<file path="src/rtl/printer_pkg.sv">
// Shared owner codes, FSM state type and request helper for the printer job scheduler.
package printer_pkg;

  localparam logic [1:0] PRN_IDLE = 2'b00;
  localparam logic [1:0] PRN_BOSS = 2'b01;
  localparam logic [1:0] PRN_ENG  = 2'b10;
  localparam logic [1:0] PRN_BOY  = 2'b11;

  typedef enum logic [1:0] {
    ST_IDLE  = 2'd0,
    ST_PRINT = 2'd1,
    ST_GAP   = 2'd2
  } state_t;

  // Request level of whichever requester the owner code names (bit 0 = boss).
  function automatic logic owner_req(input logic [2:0] req, input logic [1:0] code);
    logic r;
    r = 1'b0;
    case (code)
      PRN_BOSS: r = req[0];
      PRN_ENG:  r = req[1];
      PRN_BOY:  r = req[2];
      default:  r = 1'b0;
    endcase
    return r;
  endfunction

endpackage

</file>
<file path="src/rtl/rr_pick3.sv">
// Three-way round-robin pick: first requester after the last winner, cyclic boss->eng->boy.
module rr_pick3
  import printer_pkg::*;
(
  input  logic [2:0] req,
  input  logic [1:0] last,
  output logic [1:0] winner,
  output logic       valid
);

  always_comb begin
    winner = PRN_IDLE;
    valid  = |req;
    case (last)
      PRN_BOSS: begin
        if (req[1])      winner = PRN_ENG;
        else if (req[2]) winner = PRN_BOY;
        else if (req[0]) winner = PRN_BOSS;
      end
      PRN_ENG: begin
        if (req[2])      winner = PRN_BOY;
        else if (req[0]) winner = PRN_BOSS;
        else if (req[1]) winner = PRN_ENG;
      end
      // boy (and the unused idle code) hand first priority to boss
      default: begin
        if (req[0])      winner = PRN_BOSS;
        else if (req[1]) winner = PRN_ENG;
        else if (req[2]) winner = PRN_BOY;
      end
    endcase
  end

endmodule

</file>
<file path="src/rtl/printer_job_scheduler.sv">
// Grants the shared printer round-robin, holds it for pages*PAGE_CYCLES cycles,
// then forces a single idle cycle before the next grant.
module printer_job_scheduler
  import printer_pkg::*;
#(
  parameter int unsigned PAGE_CYCLES = 4,
  parameter int unsigned PAGE_W      = 4
) (
  input  logic              clk,
  input  logic              rst,
  input  logic              req_boss,
  input  logic              req_eng,
  input  logic              req_boy,
  input  logic [PAGE_W-1:0] pages_boss,
  input  logic [PAGE_W-1:0] pages_eng,
  input  logic [PAGE_W-1:0] pages_boy,
  output logic [1:0]        printer,
  output logic              busy,
  output logic              page_tick,
  output logic              done,
  output logic              abort
);

  localparam int unsigned CYC_W = (PAGE_CYCLES > 1) ? $clog2(PAGE_CYCLES) : 1;
  localparam logic [CYC_W-1:0]  CYC_LAST = CYC_W'(PAGE_CYCLES - 1);
  localparam logic [PAGE_W-1:0] PAGE_ONE = PAGE_W'(1);

  state_t            state_q, state_d;
  logic [1:0]        printer_q, printer_d;
  logic [1:0]        last_q, last_d;
  logic [PAGE_W-1:0] page_q, page_d;
  logic [CYC_W-1:0]  cyc_q, cyc_d;

  logic [2:0]        req_vec;
  logic [1:0]        win;
  logic              win_valid;
  logic [PAGE_W-1:0] win_pages;
  logic              owner_ok;

  assign req_vec  = {req_boy, req_eng, req_boss};
  assign owner_ok = owner_req(req_vec, printer_q);

  rr_pick3 u_pick (
    .req    (req_vec),
    .last   (last_q),
    .winner (win),
    .valid  (win_valid)
  );

  // Page count of the candidate winner, only consumed on the grant edge.
  always_comb begin
    win_pages = '0;
    case (win)
      PRN_BOSS: win_pages = pages_boss;
      PRN_ENG:  win_pages = pages_eng;
      PRN_BOY:  win_pages = pages_boy;
      default:  win_pages = '0;
    endcase
  end

  always_ff @(posedge clk or negedge rst) begin
    if (!rst) begin
      state_q   <= ST_IDLE;
      printer_q <= PRN_IDLE;
      last_q    <= PRN_BOY;
      page_q    <= '0;
      cyc_q     <= '0;
    end else begin
      state_q   <= state_d;
      printer_q <= printer_d;
      last_q    <= last_d;
      page_q    <= page_d;
      cyc_q     <= cyc_d;
    end
  end

  always_comb begin
    state_d   = state_q;
    printer_d = printer_q;
    last_d    = last_q;
    page_d    = page_q;
    cyc_d     = cyc_q;
    page_tick = 1'b0;
    done      = 1'b0;
    abort     = 1'b0;
    case (state_q)
      // The GAP cycle is the idle cycle itself; its closing edge is the arbitration
      // edge, so back-to-back jobs are separated by exactly one idle cycle.
      ST_IDLE, ST_GAP: begin
        state_d   = ST_IDLE;
        printer_d = PRN_IDLE;
        if (win_valid) begin
          state_d   = ST_PRINT;
          printer_d = win;
          last_d    = win;
          page_d    = (win_pages == '0) ? PAGE_ONE : win_pages;
          cyc_d     = '0;
        end
      end
      ST_PRINT: begin
        if (!owner_ok) begin
          abort     = 1'b1;
          state_d   = ST_GAP;
          printer_d = PRN_IDLE;
          cyc_d     = '0;
        end else if (cyc_q == CYC_LAST) begin
          page_tick = 1'b1;
          cyc_d     = '0;
          if (page_q <= PAGE_ONE) begin
            done      = 1'b1;
            state_d   = ST_GAP;
            printer_d = PRN_IDLE;
            page_d    = '0;
          end else begin
            page_d = page_q - PAGE_ONE;
          end
        end else begin
          cyc_d = cyc_q + CYC_W'(1);
        end
      end
      default: begin
        state_d   = ST_IDLE;
        printer_d = PRN_IDLE;
      end
    endcase
  end

  assign printer = printer_q;
  assign busy    = (printer_q != PRN_IDLE);

endmodule

</file>
<file path="config.mk">
export PLATFORM = sky130hd
export DESIGN_NAME = printer_job_scheduler
export DESIGN_NICKNAME = d
export VERILOG_FILES = /design/src/rtl/printer_pkg.sv /design/src/rtl/rr_pick3.sv /design/src/rtl/printer_job_scheduler.sv
export SDC_FILE = /design/constraint.sdc
export NUM_CORES = 1
export LEC_CHECK = 0
export ABC_CLOCK_PERIOD_IN_PS = 6400
export CORE_MARGIN = 2
export CORE_UTILIZATION = 41
export CTS_CLUSTER_DIAMETER = 60
export DETAILED_ROUTE_END_ITERATION = 8
export GPL_TIMING_DRIVEN = 1
export PLACE_DENSITY = 0.79
export SYNTH_ARGS = -nofsm -noshare
export SYNTH_HDL_FRONTEND = slang
export SYNTH_HIERARCHICAL = 1
export SYNTH_SLANG_ARGS = --single-unit
</file>
<file path="constraint.sdc">
create_clock -name clk -period 6.4 [get_ports clk]
set_clock_uncertainty 0.2 [all_clocks]
set_input_delay 1.6 -clock clk [delete_from_list [all_inputs] [get_ports clk]]
set_output_delay 1.6 -clock clk [all_outputs]
set_load 0.03 [all_outputs]
</file>
Yosys cells after proc, flatten, opt, wreduce, memory -nomap -nowiden
Index checks and enable logic that the tools add are counted.
{ "totals": {"regBits": 12, "inputBits": 17, "out_inout_bits": 6, "wordCells": 75} }
{ "classes": {"add_sub_neg": 2, "n_lt_le_gt_ge": 1, "n_eq_ne": 16, "muxes": 41, "n_reduce_logical": 10} }
{ "op_table": {"columns": ["op", "n"], "rows": [
  ["$mux W2", 18],
  ["$mux W4", 5],
  ["$pmux W2 S2", 4],
  ["$eq A2 B2 Y1 const B", 7],
  ["$pmux W4 S3", 1],
  ["$mux W1", 11],
  ["$eq A2 B1 Y1 const B", 4],
  ["$pmux W4 S2", 1],
  ["$ne A3 B3 Y1 const B", 2],
  ["$reduce_and A2 Y1", 3],
  ["$le A4 B1 Y1 const B", 1],
  ["$logic_not A4 Y1", 1],
  ["$ne A2 B2 Y1 const B", 2],
  ["$reduce_and A4 Y1", 1],
  ["$reduce_bool A2 Y1", 2],
  ["$sub A4 B1 Y4 const B", 1],
  ["$pmux W1 S3", 1],
  ["$reduce_or A3 Y1", 1],
  ["$add A2 B1 Y2 const B", 1],
  ["$logic_not A2 Y1", 1],
  ["$ne A2 B1 Y1 const B", 1],
  ["$reduce_or A2 Y1", 1]
]} }

Depth between registers and ports, before layout
{ "logic_depth": {"depth_word": 10, "depth_mapped": 10, "depth_no_buf": 9} }

Cells and area by module
The synthesis kept the hierarchy.
{ "modules_own_cells": {"columns": ["mod", "n_inst", "cells_per_inst", "area_per_inst_um2", "seq_area_each_um2"], "rows": [
  ["printer_job_scheduler", 1, 79, 763.2, 302.8],
  ["rr_pick3", 1, 12, 88.8, 0.0]
]} }

Least setup slack after synthesis
No wires, ideal clock.
{ "synth_timing": {"kind": "input-to-output", "from": "input port req_boy", "to": "output port done", "arrival_time_ps": 2621, "t_required_ps": 4600, "slack_ps": 1979, "cell_stages": 4, "path_buffers": 0, "path_cell_list": "mux2i_1 o21ai_0 nand2_1 nor2_1"} }
{ "synth_between": {"elab_chain_cells": 3} }
{ "synth_lines": {"columns": ["item", "line", "text"], "rows": [
  ["start: declaration", "printer_job_scheduler.sv:13", "input logic req_boy,"],
  ["$pmux W1 S3", "printer_pkg.sv:19", "case (code)"],
  ["$mux W1", "printer_job_scheduler.sv:101", "if (!owner_ok) begin"],
  ["$mux W1", "printer_job_scheduler.sv:86", "case (state_q)"],
  ["end: declaration", "printer_job_scheduler.sv:20", "output logic done,"]
]} }
No other way between the ends.

Final worst setup path
{ "layout_timing": {"from": "input port req_boss", "to": "output port done"} }
{ "layout_between": {"elab_chain_cells": 3} }
{ "layout_lines": {"columns": ["item", "line", "text"], "rows": [
  ["start: declaration", "printer_job_scheduler.sv:11", "input logic req_boss,"],
  ["$pmux W1 S3", "printer_pkg.sv:19", null],
  ["$mux W1", "printer_job_scheduler.sv:101", null],
  ["$mux W1", "printer_job_scheduler.sv:86", null]
]} }
No other way between the ends.

==> results.py <==
metrics = {
    "run_status": {
        "outcome": "finished, final reports clean",
    },
    "global_route": {
        "grt_pass1_vias": 790,
        "grt_max_degree": 13,
        "grt_overflow": 0,
        "grtUsageTotal_pct": 18.8,
        "antenna_found_initial": 0,
        "grt_pass1_wl_um": 3490,
    },
    "drt": {
        "drt-initial-drc-count": 8,
        "firstDrtPassIters": 4,
        "met3_length_um": 99,
        "viasPerCell": 5.65,
        "drtAntennaViolNets": 0,
        "routed_wl_um": 2080,
        "wire_per_inst_um": 14.7,
        "num_vias": 802,
        "drc": 0,
        "route.met2.wl_um": 1090,
        "highest_layer": "met4",
        "met1_length_um": 865,
    },
    "synth": {
        "synthTopCellsByCount": "10 x dfrtp_1, 8 x nand2_1",
        "yosys-top-cells-area": "dfrtp_1 29%, ha_1 7.3%, mux2_2 6.6%",
        "syn_avg_cell_area_um2": 9.36,
        "syn-num-nets": 113,
        "synth_edf_count": 0,
        "synth_seq_cells": 12,
        "synth_warnings": 6,
        "yosys.area.top_type": "dfrtp_1",
        "synth_area_um2": 852,
        "async_flop_share_pct": 100,
        "ys.flop_type": "dfrtp_1",
        "netlist_instances": 91,
        "yosysMostFrequentCell": "dfrtp_1",
        "yosysSeqAreaShare_pct": 35.5,
        "yosysTopAreaCellShare_pct": 29.4,
        "synth_cell_types": 39,
    },
    "placed_design": {
        "place_ws_ns": 0.864,
        "gp_congestion": 0.960,
        "port_buffers": 22,
        "hpwl_um": 1640,
    },
    "worst_setup_path": {
        "path_cells": "clkdlybuf4s50_1 > mux2i_1 > o21ai_0 > nand2_1 > nor2_1 > clkdlybuf4s50_1",
        "critPathCaptureType": "primary output",
        "cp_slowest_cell": "clkdlybuf4s50_1",
        "worstSetupStartpointType": "input pin",
        "critical_path_buf_inv_count": 2,
        "path_common_cell": "clkdlybuf4s50_1",
        "path_class": "input pin to primary output",
        "crit_arrival_ns": 3.80,
        "cpLargestDelayFamily": "buffers and inverters",
        "cp.required_ns": 4.60,
        "cpPeakStageDelay_ns": 0.67,
        "cp_max_fo": 6,
    },
    "sta": {
        "slew_headroom_pct": 39.2,
        "maxSlewViolCount": 0,
        "layout_min_cycle_time_ns": 5.60,
        "finalSetupViolCount": 0,
        "tns_ns": 0,
        "fin_crit_sh_pct": 87.5,
        "layout_setup_ws_ns": 0.799,
        "worst_pin_slew_ns": 0.907,
        "max_freq_mhz": 179,
        "rsz0062_at_grt": "false",
        "hold_viol_final": 0,
    },
    "floorplanning": {
        "ios": 23,
        "die_w_um": 49.6,
        "core.rowCount": 16,
        "initial_core_util_pct": 43.4,
        "die_y_um": 49.6,
        "dieArea_um2": 2460,
        "core_region_area_um2": 1960,
    },
    "cts": {
        "cts_hold_buf": 0,
        "tritoncts": "done",
        "numClockSinks": 12,
        "cts_buffer_depth": 2,
        "clk_pin_slew_ns": 0.08,
        "cts_inserted_buffers": 3,
        "clock-root-buffer": "clkbuf_4",
        "cts.htree.levels": 1,
        "ctsResizeCount": 0,
        "post_cts_buffers": 0,
        "clkLatencyLatePin_ns": 0.28,
    },
    "final_layout": {
        "diodes": 0,
        "fill_cells": 197,
        "syn2layout_area_growth_pct": 33.0,
        "nNetsFinal": 138,
        "drive_gt1_share_pct": 14.8,
    },
    "flow_run": {
        "maxCapViolCount": 0,
    },
    "power_and_ir_drop": {
        "p_comb_share_pct": 61.0,
        "p_sw_w": 0.000227,
        "swShare_pct": 44.4,
        "p_leak_nw": 0.488,
        "irDropWorstVdd_uv": 280,
        "pwr-share-clk_pct": 11.9,
        "p_int_w": 0.000284,
        "p_per_area_nw_per_um2": 451,
        "seqPwrFrac_pct": 27.1,
    },
    "worst_hold_path": {
        "hp-class": "flop to flop",
    },
}
[placed cells by master (no fill, tap or decap), types with 2 or more instances in the layout]
master,instances
inv_1,5
nand2b_1,4
and3_2,2
clkbuf_4,3
dfstp_2,2
nand2_1,8
ha_1,5
mux2i_1,2
nor2b_1,2
a22o_1,3
o31ai_1,3
dfrtp_1,10
a21oi_1,2
clkdlybuf4s50_1,22
mux2_2,5
o21ai_0,3
nor3_1,2
or2_2,2
a22oi_1,3
nand3_1,3
nor2_1,5
[power by group through the flow]
stage	clock network (W)	registers [W]	logic, W
after floorplan	0	0.000139	0.000228
after global placement	0	0.000137	0.000300
after detailed placement	0	0.000139	0.000309
after CTS	0.0000621	0.000138	0.000311
after global routing	0.0000650	0.000144	0.000340
final	0.0000609	0.000138	0.000312
[logic make-up after synthesis]
kind of cell | Yosys count | synth area share, %
fa+ha+maj | 5 | 7.34
flops | 12 | 35.5
compound gates | 26 | 23.1
mux | 7 | 8.96
simple gates | 34 | 21.9
buf+inv | 7 | 3.23
[area by class of cell]
class,count,area (um2),area share (%)
sequential,12,303,26.7
inverter,5,18.8,1.66
clock buffer,4,36.3,3.20
timing repair buffer,22,220,19.4
tap,27,33.8,2.98
multi-input combinational,72,522,46.0
[metal layers]
metal	global-route usage, %	up-vias
met3	6.06	4
met5	0	-
li1	-	388
met1	21.8	393
met2	31.6	17
met4	7.87	0
[stage by stage]
stage	total power (W)	hold WS [ns]	utilization, %	std cells	area (um2)
floorplan	0.000367	0.248	-	91	852
global placement	0.000437	0.259	55.9	138	1100
detailed placement	0.000448	0.274	55.9	138	1100
CTS	0.000511	0.285	57.8	142	1130
global route	0.000549	0.309	57.8	142	1130
finish	0.000511	0.282	57.8	142	1130
[worst reg2reg max path: cells and delay by family, from the launching register on]
kind | cells | cell delay [ns]
flip-flops | 1 | 0.55
adder cells (fa/ha/maj) | 1 | 0.34
AND/OR/NAND/NOR | 1 | 0.09
multiplexers | 2 | 0.70
AO/OA/AOI/OAI | 3 | 1.04
buffers and inverters | 1 | 0.05
[worst paths after layout]
kind / startpoint / end / slack, ns / cells past startpoint
max in group asynchronous: rst / cyc_q[0] / 4.17 / 1
min: last_q[1] / last_q[1] / 0.28 / 2
min in group asynchronous: rst / page_q[0] / 1.46 / 1
max reg2reg: last_q[0] / page_q[1] / 3.30 / 8
min reg2reg: last_q[1] / last_q[1] / 0.28 / 2
max: req_boss / done / 0.80 / 6
[registers in the layout, indices dropped and copies added (netlist names)]
| name | cells |
|---|---|
| page_q | 4 |
| cyc_q | 2 |
| last_q | 2 |
| printer | 2 |
| state_q | 2 |
(Power assumes the default switching activity.)
